--- src/rtl/bocks_pkg.sv ---
// Shared types for the bocks framebuffer loader.
// No logic; enum and struct definitions only.
// The word-address field is sized for the largest usable FB_AW.
package bocks_pkg;

    // ioctl_addr is 27 bits, so a word address never needs more than 26.
    localparam int FB_AW_MAX = 26;

    typedef enum logic [1:0] {
        ST_IDLE  = 2'd0,
        ST_LOAD  = 2'd1,
        ST_FLUSH = 2'd2,
        ST_DONE  = 2'd3
    } loader_state_t;

    // Upper address bits above the instance's FB_AW are always zero.
    typedef struct packed {
        logic [FB_AW_MAX-1:0] addr;
        logic [15:0]          data;
        logic [1:0]           be;
    } fb_wr_t;

endpackage

--- src/rtl/bocks_sync_fifo.sv ---
// Synchronous FIFO with a registered head entry (head_vld/head_dat).
// Latency: a push becomes visible at the head two edges later at the earliest.
// Backpressure: push is ignored when full unless a pop happens in the same cycle.
module bocks_sync_fifo #(
    parameter int  DEPTH = 8,
    parameter type T     = logic [7:0]
) (
    input  logic                     clk,
    input  logic                     rst_n,
    input  logic                     push,
    input  T                         push_dat,
    input  logic                     pop,
    output logic                     full,
    output logic                     empty,
    output logic [$clog2(DEPTH):0]   count,
    output logic                     head_vld,
    output T                         head_dat
);
    localparam int AW = $clog2(DEPTH);

    T               mem [DEPTH];
    logic [AW-1:0]  rd_ptr;
    logic [AW-1:0]  wr_ptr;
    logic [AW-1:0]  rd_ptr_nxt;
    logic [AW:0]    avail;
    logic           do_pop;
    logic           do_push;

    assign full       = (count == (AW+1)'(DEPTH));
    assign empty      = (count == '0);
    assign do_pop     = pop && head_vld;
    assign do_push    = push && (!full || do_pop);
    assign rd_ptr_nxt = rd_ptr + AW'(do_pop);
    // Entries already stored that can be presented next cycle.
    assign avail      = count - (AW+1)'(do_pop);

    // Storage write; the slot under rd_ptr is only overwritten when it is being popped.
    always_ff @(posedge clk) begin
        if (do_push) begin
            mem[wr_ptr] <= push_dat;
        end
    end

    // Pointers, occupancy and the registered head copy.
    always_ff @(posedge clk or negedge rst_n) begin
        if (!rst_n) begin
            rd_ptr   <= '0;
            wr_ptr   <= '0;
            count    <= '0;
            head_vld <= 1'b0;
            head_dat <= '0;
        end else begin
            rd_ptr   <= rd_ptr_nxt;
            wr_ptr   <= wr_ptr + AW'(do_push);
            count    <= count + (AW+1)'(do_push) - (AW+1)'(do_pop);
            head_vld <= (avail != '0);
            head_dat <= mem[rd_ptr_nxt];
        end
    end

endmodule

--- src/rtl/bocks_ioctl_loader.sv ---
// Packs the hps_io ioctl byte stream into byte-enabled 16-bit framebuffer writes.
// Latency: byte sampled on edge N is staged at N, in the FIFO at N+1, on mem_req at N+2.
// Backpressure: ioctl_wait at FIFO occupancy >= DEPTH-2 and throughout FLUSH/DONE.
module bocks_ioctl_loader
    import bocks_pkg::*;
#(
    parameter int         FB_AW      = 16,
    parameter int         FIFO_DEPTH = 8,
    parameter logic [7:0] INDEX      = 8'd1
) (
    input  logic             clk_sys,
    input  logic             reset_n,
    input  logic             ioctl_download,
    input  logic [7:0]       ioctl_index,
    input  logic             ioctl_wr,
    input  logic [26:0]      ioctl_addr,
    input  logic [7:0]       ioctl_dout,
    output logic             ioctl_wait,
    output logic             mem_req,
    output logic [FB_AW-1:0] mem_addr,
    output logic [15:0]      mem_data,
    output logic [1:0]       mem_be,
    input  logic             mem_ack,
    output logic             busy,
    output logic             done,
    output logic [26:0]      byte_count,
    output logic [7:0]       checksum,
    output logic             overflow,
    output logic             range_err
);
    localparam int CW = $clog2(FIFO_DEPTH) + 1;

    loader_state_t          state;
    fb_wr_t                 pend, pend_nxt;
    fb_wr_t                 stage, stage_nxt;
    fb_wr_t                 head;
    logic                   pend_vld, pend_vld_nxt;
    logic                   stage_vld, stage_vld_nxt;
    logic                   flow_wait;
    logic                   fifo_pop, fifo_full, fifo_empty, head_vld;
    logic [CW-1:0]          fifo_count;
    logic [CW:0]            room_used;
    logic                   accept, in_range, take, flush_ok;
    logic [FB_AW_MAX-1:0]   word;
    logic                   head_addr_unused;

    assign in_range  = ((ioctl_addr >> (FB_AW + 1)) == 27'd0);
    assign accept    = (state == ST_LOAD) && ioctl_wr;
    assign take      = accept && in_range;
    assign word      = FB_AW_MAX'(ioctl_addr[FB_AW:1]);
    assign fifo_pop  = head_vld && mem_ack;
    // Staged entry counts against capacity so the flush never overruns the FIFO.
    assign room_used = {1'b0, fifo_count} + (CW+1)'(stage_vld);
    assign flush_ok  = (room_used < (CW+1)'(FIFO_DEPTH));

    // Packing decision: at most one entry leaves for the staging register per cycle.
    always_comb begin
        pend_nxt      = pend;
        pend_vld_nxt  = pend_vld;
        stage_nxt     = pend;
        stage_vld_nxt = 1'b0;
        if (take) begin
            if (!ioctl_addr[0]) begin
                stage_vld_nxt = pend_vld;
                pend_nxt      = '{addr: word, data: {8'h00, ioctl_dout}, be: 2'b01};
                pend_vld_nxt  = 1'b1;
            end else if (pend_vld && (pend.addr == word)) begin
                stage_vld_nxt = 1'b1;
                stage_nxt     = '{addr: word, data: {ioctl_dout, pend.data[7:0]}, be: 2'b11};
                pend_vld_nxt  = 1'b0;
            end else begin
                stage_vld_nxt = 1'b1;
                stage_nxt     = '{addr: word, data: {ioctl_dout, 8'h00}, be: 2'b10};
            end
        end else if ((state == ST_FLUSH) && pend_vld && flush_ok) begin
            stage_vld_nxt = 1'b1;
            pend_vld_nxt  = 1'b0;
        end
    end

    // Control FSM, packing registers, accounting and registered status outputs.
    always_ff @(posedge clk_sys or negedge reset_n) begin
        if (!reset_n) begin
            state      <= ST_IDLE;
            pend       <= '0;
            pend_vld   <= 1'b0;
            stage      <= '0;
            stage_vld  <= 1'b0;
            busy       <= 1'b0;
            done       <= 1'b0;
            flow_wait  <= 1'b0;
            byte_count <= '0;
            checksum   <= '0;
            overflow   <= 1'b0;
            range_err  <= 1'b0;
        end else begin
            pend      <= pend_nxt;
            pend_vld  <= pend_vld_nxt;
            stage     <= stage_nxt;
            stage_vld <= stage_vld_nxt;
            done      <= 1'b0;
            if (stage_vld && fifo_full && !fifo_pop) begin
                overflow <= 1'b1;
            end
            case (state)
                ST_IDLE: begin
                    if (ioctl_download && (ioctl_index == INDEX)) begin
                        state      <= ST_LOAD;
                        busy       <= 1'b1;
                        byte_count <= '0;
                        checksum   <= '0;
                        overflow   <= 1'b0;
                        range_err  <= 1'b0;
                    end
                end
                ST_LOAD: begin
                    if (accept) begin
                        if (in_range) begin
                            byte_count <= byte_count + 27'd1;
                            checksum   <= checksum + ioctl_dout;
                        end else begin
                            range_err  <= 1'b1;
                        end
                    end
                    if (!ioctl_download) begin
                        state     <= ST_FLUSH;
                        flow_wait <= 1'b1;
                    end
                end
                ST_FLUSH: begin
                    if (!pend_vld && !stage_vld && fifo_empty) begin
                        state <= ST_DONE;
                        done  <= 1'b1;
                    end
                end
                ST_DONE: begin
                    state     <= ST_IDLE;
                    busy      <= 1'b0;
                    flow_wait <= 1'b0;
                end
                default: state <= ST_IDLE;
            endcase
        end
    end

    bocks_sync_fifo #(
        .DEPTH (FIFO_DEPTH),
        .T     (fb_wr_t)
    ) u_fifo (
        .clk      (clk_sys),
        .rst_n    (reset_n),
        .push     (stage_vld),
        .push_dat (stage),
        .pop      (fifo_pop),
        .full     (fifo_full),
        .empty    (fifo_empty),
        .count    (fifo_count),
        .head_vld (head_vld),
        .head_dat (head)
    );

    assign mem_req          = head_vld;
    assign mem_addr         = head.addr[FB_AW-1:0];
    assign mem_data         = head.data;
    assign mem_be           = head.be;
    assign ioctl_wait       = flow_wait || (fifo_count >= CW'(FIFO_DEPTH - 2));
    assign head_addr_unused = ^head.addr;

endmodule

--- config.mk ---
export PLATFORM = sky130hd
export DESIGN_NAME = bocks_ioctl_loader
export DESIGN_NICKNAME = d
export VERILOG_FILES = /design/src/rtl/bocks_pkg.sv /design/src/rtl/bocks_sync_fifo.sv /design/src/rtl/bocks_ioctl_loader.sv
export SDC_FILE = /design/constraint.sdc
export NUM_CORES = 1
export LEC_CHECK = 0
export ABC_CLOCK_PERIOD_IN_PS = 4400
export BUFFER_PORTS_ARGS = -buffer_cell sky130_fd_sc_hd__buf_2
export CORE_MARGIN = 2
export CORE_UTILIZATION = 45
export CTS_CLUSTER_DIAMETER = 50
export DETAILED_ROUTE_END_ITERATION = 7
export SYNTH_ARGS = -nofsm -noshare
export SYNTH_HDL_FRONTEND = slang
export SYNTH_SLANG_ARGS = --single-unit
--- constraint.sdc ---
create_clock -name clk_sys -period 4.4 [get_ports clk_sys]
set_input_delay 0.22 -clock clk_sys [delete_from_list [all_inputs] [get_ports clk_sys]]
set_output_delay 0.22 -clock clk_sys [all_outputs]
set_load 0.03 [all_outputs]
== Word-level counts from Yosys, hierarchy flattened ==
Memories as Yosys holds them, arrays and structs flattened. A register that Yosys moved wholly into a read port is not among the register bits.
Cells that the tools add are included.

* Add/sub/neg operators: 8
* $lt $le $gt $ge: 2
* Equality and inequality tests: 13
* Multiplexer cells: 37
* Bitwise logic cells: 1
* Reductions and logical operators: 35

{| class="wikitable"
|+ Operators with widths
! cell !! count
|-
| $mux 27 || 3
|-
| $pmux 27 s2 || 1
|-
| $mux 44 || 1
|-
| $mux 34 || 1
|-
| $add 27x1->27 const B || 1
|-
| $logic_not 27->1 || 1
|-
| $mux 8 || 3
|-
| $mux 1 || 19
|-
| $eq 16x16->1 || 1
|-
| $pmux 8 s2 || 1
|-
| $logic_and 1x1->1 || 13
|-
| $mux 10 || 1
|-
| $ne 2x2->1 const B || 5
|-
| $add 8x8->8 || 1
|-
| $eq 8x1->1 const B || 1
|-
| $pmux 2 s4 || 1
|-
| $reduce_and 2->1 || 4
|-
| $reduce_and 4->1 || 2
|-
| $reduce_bool 2->1 || 4
|-
| $sub 4x1->4 || 2
|-
| $add 3x1->3 || 2
|-
| $mux 2 || 3
|-
| $pmux 1 s2 || 3
|-
| $add 4x1->5 || 1
|-
| 15 further kinds || 21
|}

* Bits in registers: 124
* RAM bits: 352
* Input bits: 48
* Output and inout port bits: 75
* Word-level logic and storage cells: 117
* Memories kept: 1

{| class="wikitable"
|+ Memory list
! memory !! words !! width !! rd ports !! clocked after memory_dff !! write ports !! RTL line !! text
|-
| u_fifo.mem || 8 || 44 || 1 || 1 || 1 || bocks_sync_fifo.sv:21 || <nowiki>T mem [DEPTH];</nowiki>
|}

== Longest topological paths before layout ==
* Depth in word-level cells: 6
* Mapped depth: 9
* Mapped depth without buffers: 9

== By module ==
A second synthesis with hierarchy kept.

* Cells, all modules: 1359
* Area total of the unflattened synthesis: 20569.7 µm²

{| class="wikitable"
|+ By module, submodules not included
! module !! times used !! cells each !! area an instance (µm²) !! seq. area each (µm²)
|-
| bocks_sync_fifo || 1 || 919 || 15668.8 || 11946.5
|-
| bocks_ioctl_loader || 1 || 440 || 4901.0 || 2577.5
|}

== Worst setup path before layout ==
OpenSTA, ideal clock, no wires.

* Path kind: flip-flop to flip-flop
* From: reg u_fifo.count[2]
* To: mem u_fifo.mem[0][0] in the netlist's numbering, enable pin
* Setup time: 0.468 ns
* Arrival: 3.457 ns
* Data required time: 3.932 ns
* Path slack: 0.475 ns
* Cell stages (with the launch flop): 6
* Path buffers: 0
* Clock period less this slack: 3.925 ns
* Path through: dfrtp_1 -> inv_1 -> ha_1 -> a31oi_1 -> nand2b_1 -> nor3_1

* Longest elaborated chain between the ends: 6

{| class="wikitable"
|+ Ends and longest elaborated chain
! element !! RTL line !! text
|-
| start, declared || bocks_sync_fifo.sv:15 || <nowiki>output logic [$clog2(DEPTH):0] count,</nowiki>
|-
| start signal, assigned || bocks_sync_fifo.sv:55 || <nowiki>count <= count + (AW+1)'(do_push) - (AW+1)'(do_pop);</nowiki>
|-
| $eq 4x4->1 || bocks_sync_fifo.sv:29 || <nowiki>assign full = (count == (AW+1)'(DEPTH));</nowiki>
|-
| $logic_not 1->1 || bocks_sync_fifo.sv:32 || <nowiki>assign do_push = push && (!full || do_pop);</nowiki>
|-
| $logic_or 1x1->1 || bocks_sync_fifo.sv:32 ||
|-
| $logic_and 1x1->1 || bocks_sync_fifo.sv:32 ||
|-
| $mux 1 || bocks_sync_fifo.sv:39 || <nowiki>if (do_push) begin</nowiki>
|-
| $mux 1 (implied by the code) || bocks_sync_fifo.sv:40 || <nowiki>mem[wr_ptr] <= push_dat;</nowiki>
|-
| end, declared || bocks_sync_fifo.sv:21 ||
|}

Every way passes these cells.

==> flow_summary.json <==
{
  "yosysWarningCount": 0,
  "num_vias": 8833,
  "end_kind": "register",
  "place_inst": 1531,
  "cts-root-buf": "clkbuf_16",
  "cp-startpoint": "state[1]$_DFFE_PN0P_",
  "synth-edff-count": 272,
  "synth_top_area_cell": "edfxtp_1",
  "clk_path_buf_depth": 3,
  "synthCells": 956,
  "die_h_um": 197,
  "tightestPinTransition_ns": 0.962,
  "cap_violations": 0,
  "slew_violations": 0,
  "startpoint_type": "register",
  "period_minus_slack_ns": 2.95,
  "crit_fanout": 16,
  "hold-path-cell-count": 5,
  "drt_pass1_iterations": 5,
  "coreArea_um2": 36600,
  "rsz0062_at_grt": "false",
  "max_slew_margin": 0.355,
  "drive_gt1_frac": 0.329,
  "clock_latency_ns": 0.56,
  "first_global_vias": 9275,
  "grt_max_degree": 66,
  "synth_top_area_frac": 0.488,
  "post-route-period-util": 0.671,
  "setup_viol": 0,
  "numCtsBuffers": 47,
  "fmax_ghz": 0.339,
  "cts_tree": "yes",
  "start_util": 0.457,
  "cp_data_arrival_time_ns": 3.37,
  "final_cells": 1645,
  "synthesis.area_um2": 16700,
  "cts_setup_buffers": 0,
  "synth-seq-cells": 420,
  "fin_nets": 1216,
  "worstHoldStart": "ioctl_wr",
  "drtIter0Drc": 579,
  "synth_nets": 1034,
  "cts.htree.levels": 2,
  "routedWlPerCell_um": 20.7,
  "final_common_cell": "edfxtp_1",
  "antenna_found_initial": 0,
  "finalClockSkew_ns": 0.0206,
  "dieArea_um2": 38700,
  "post-route-drc-count": 0,
  "place_area_um2": 18100,
  "ys_types": 57,
  "drtAntennaViolNets": 0,
  "final_area_um2": 19800,
  "fin_util": 0.542,
  "criticalPathCategory": "reg -> reg",
  "grt_overflow": 0,
  "numPortBuffers": 122,
  "grt_pass1_wl_um": 54300,
  "finalHoldViolCount": 0,
  "synth_area_leaders": "edfxtp_1 49%, dfrtp_1 22%, mux4_2 9.2%",
  "fillers": 2925,
  "critPathRequiredTime_ns": 4.82,
  "p_per_area_nw_per_um2": 606,
  "routed_wl_um": 34100,
  "leakage_uw": 0.00769,
  "reg2reg_depth": 8,
  "final_cell_mix": "272 x edfxtp_1, 148 x dfrtp_1, 121 x buf_2, 75 x mux2_2, 68 x mux4_2",
  "gp_congestion": 0.778,
  "postSynthAreaPerCell_um2": 17.5,
  "hpwl_um": 21100,
  "ys_async_sr_fraction": 0.352,
  "ys.flop_type": "edfxtp_1",
  "viasPerCell": 5.37,
  "fp.dieW_um": 197,
  "outcome": "finished, final reports clean",
  "seq_area_frac_synth": 0.710,
  "grt_usage": 0.183,
  "area_growth_pct": 18.5,
  "pin_count": 123,
  "peakVddDrop_uv": 466,
  "antenna_cells": 0,
  "hp-class": "in -> reg",
  "clk_pin_slew_worst_paths_ns": 0.06,
  "cts.sinks": 420,
  "tns_ns": 0,
  "rows": 70,
  "r2r-start": "state[1]$_DFFE_PN0P_"
}
## worst max-delay path, stage by stage, from the launching register on
cell and delay, ns:
dfrtp_1 0.41, inv_1 0.11, ha_1 0.15, buf_4 0.21, nor3b_2 0.28, nand4_2 0.20, nor2_2 0.72, buf_4 0.36
mux2_2 0.36
## synthesized netlist by cell type, types with 2 or more instances
library cell and number:
o31ai_1 21, nor4_4 2, a221o_1 2, a21oi_1 15, or4_1 2, xnor2_1 5
or3_1 3, xor2_1 22, or2_2 4, mux2_2 75, edfxtp_1 272, nand4_1 8
o41ai_1 3, o21bai_1 2, inv_1 28, nor4_2 2, nand2_1 36, buf_1 2
fa_1 2, nor4_1 7, nor2_1 29, buf_2 12, clkbuf_1 24, nand2b_1 6
mux4_2 68, and3_1 4, a21o_1 2, a31oi_1 8, o21ai_0 37, dfrtp_1 148
nand3_1 18, and2_1 20, nor2_2 2, nor3_1 9, ha_1 28, a41oi_1 7
## where the power goes
| group | leakage [uW] | internal, uW | switching [uW] | total (uW) |
|---|---|---|---|---|
| clock | 0.000730 | 2200 | 1580 | 3790 |
| combinational | 0.00250 | 1730 | 1900 | 3630 |
| sequential | 0.00446 | 4440 | 152 | 4600 |
## cell families after synthesis
group                    share of synthesized area
flip-flops                                   0.710
AND/OR/NAND/NOR                             0.0527
multiplexers                                 0.143
AO/OA/AOI/OAI                               0.0417
buffers and inverters                       0.0159
adder cells (fa/ha/maj)                     0.0233
XOR/XNOR                                    0.0141
## sequential cells by signal, summed over array words and instances (netlist names), 2 cells and up
name,flops
pend,25
byte_count,27
u_fifo.rd_ptr,3
u_fifo.count,4
u_fifo.wr_ptr,3
u_fifo.head_dat,34
checksum,8
state,2
stage,34
u_fifo.mem,272
## layout make-up
| class | instances | area [um2] | share of cell area |
|---|---|---|---|
| multi-input cells | 469 | 4690 | 0.236 |
| clock inverters | 29 | 264 | 0.0133 |
| repair buffers | 171 | 1070 | 0.0542 |
| inverters | 29 | 109 | 0.00549 |
| clock buffers | 59 | 1240 | 0.0626 |
| well taps | 468 | 586 | 0.0295 |
| flip-flops and latches | 420 | 11900 | 0.599 |
## stage by stage
stage / hold WS, ns / total power [uW] / setup slack (ns)
after floorplan: -0.0756 / 7400 / 0.475
after CTS: 0.00714 / 12200 / 1.40
final: 0.0363 / 12000 / 1.45
after global routing: 0.0373 / 12600 / 1.23
after global placement: 0.268 / 8350 / 1.51
after detailed placement: 0.271 / 8360 / 1.43
## repair_timing
action,in CTS,in global routing
hold buffers,26,0
resized for setup,0,0
endpoints found under the hold margin,110,0
## final timing paths
kind	endpoint	slack [ns]
max	stage[21]$_DFF_PN0_	1.45
min	range_err$_DFFE_PN0P_	0.04
max reg2reg	stage[21]$_DFF_PN0_	1.45
min reg2reg	stage[7]$_DFF_PN0_	0.48
max in group asynchronous	u_fifo.head_dat[25]$_DFF_PN0_	3.06
min in group asynchronous	byte_count[10]$_DFFE_PN0P_	0.22
## per-layer routing
layer	track usage	up-vias	part of all wire
li1	-	4082	-
met1	0.269	4493	0.47
met2	0.286	208	0.47
met3	0.0322	50	0.049
met4	0.0454	0	0.017
met5	0	-	0
(Power assumes the default switching activity.)
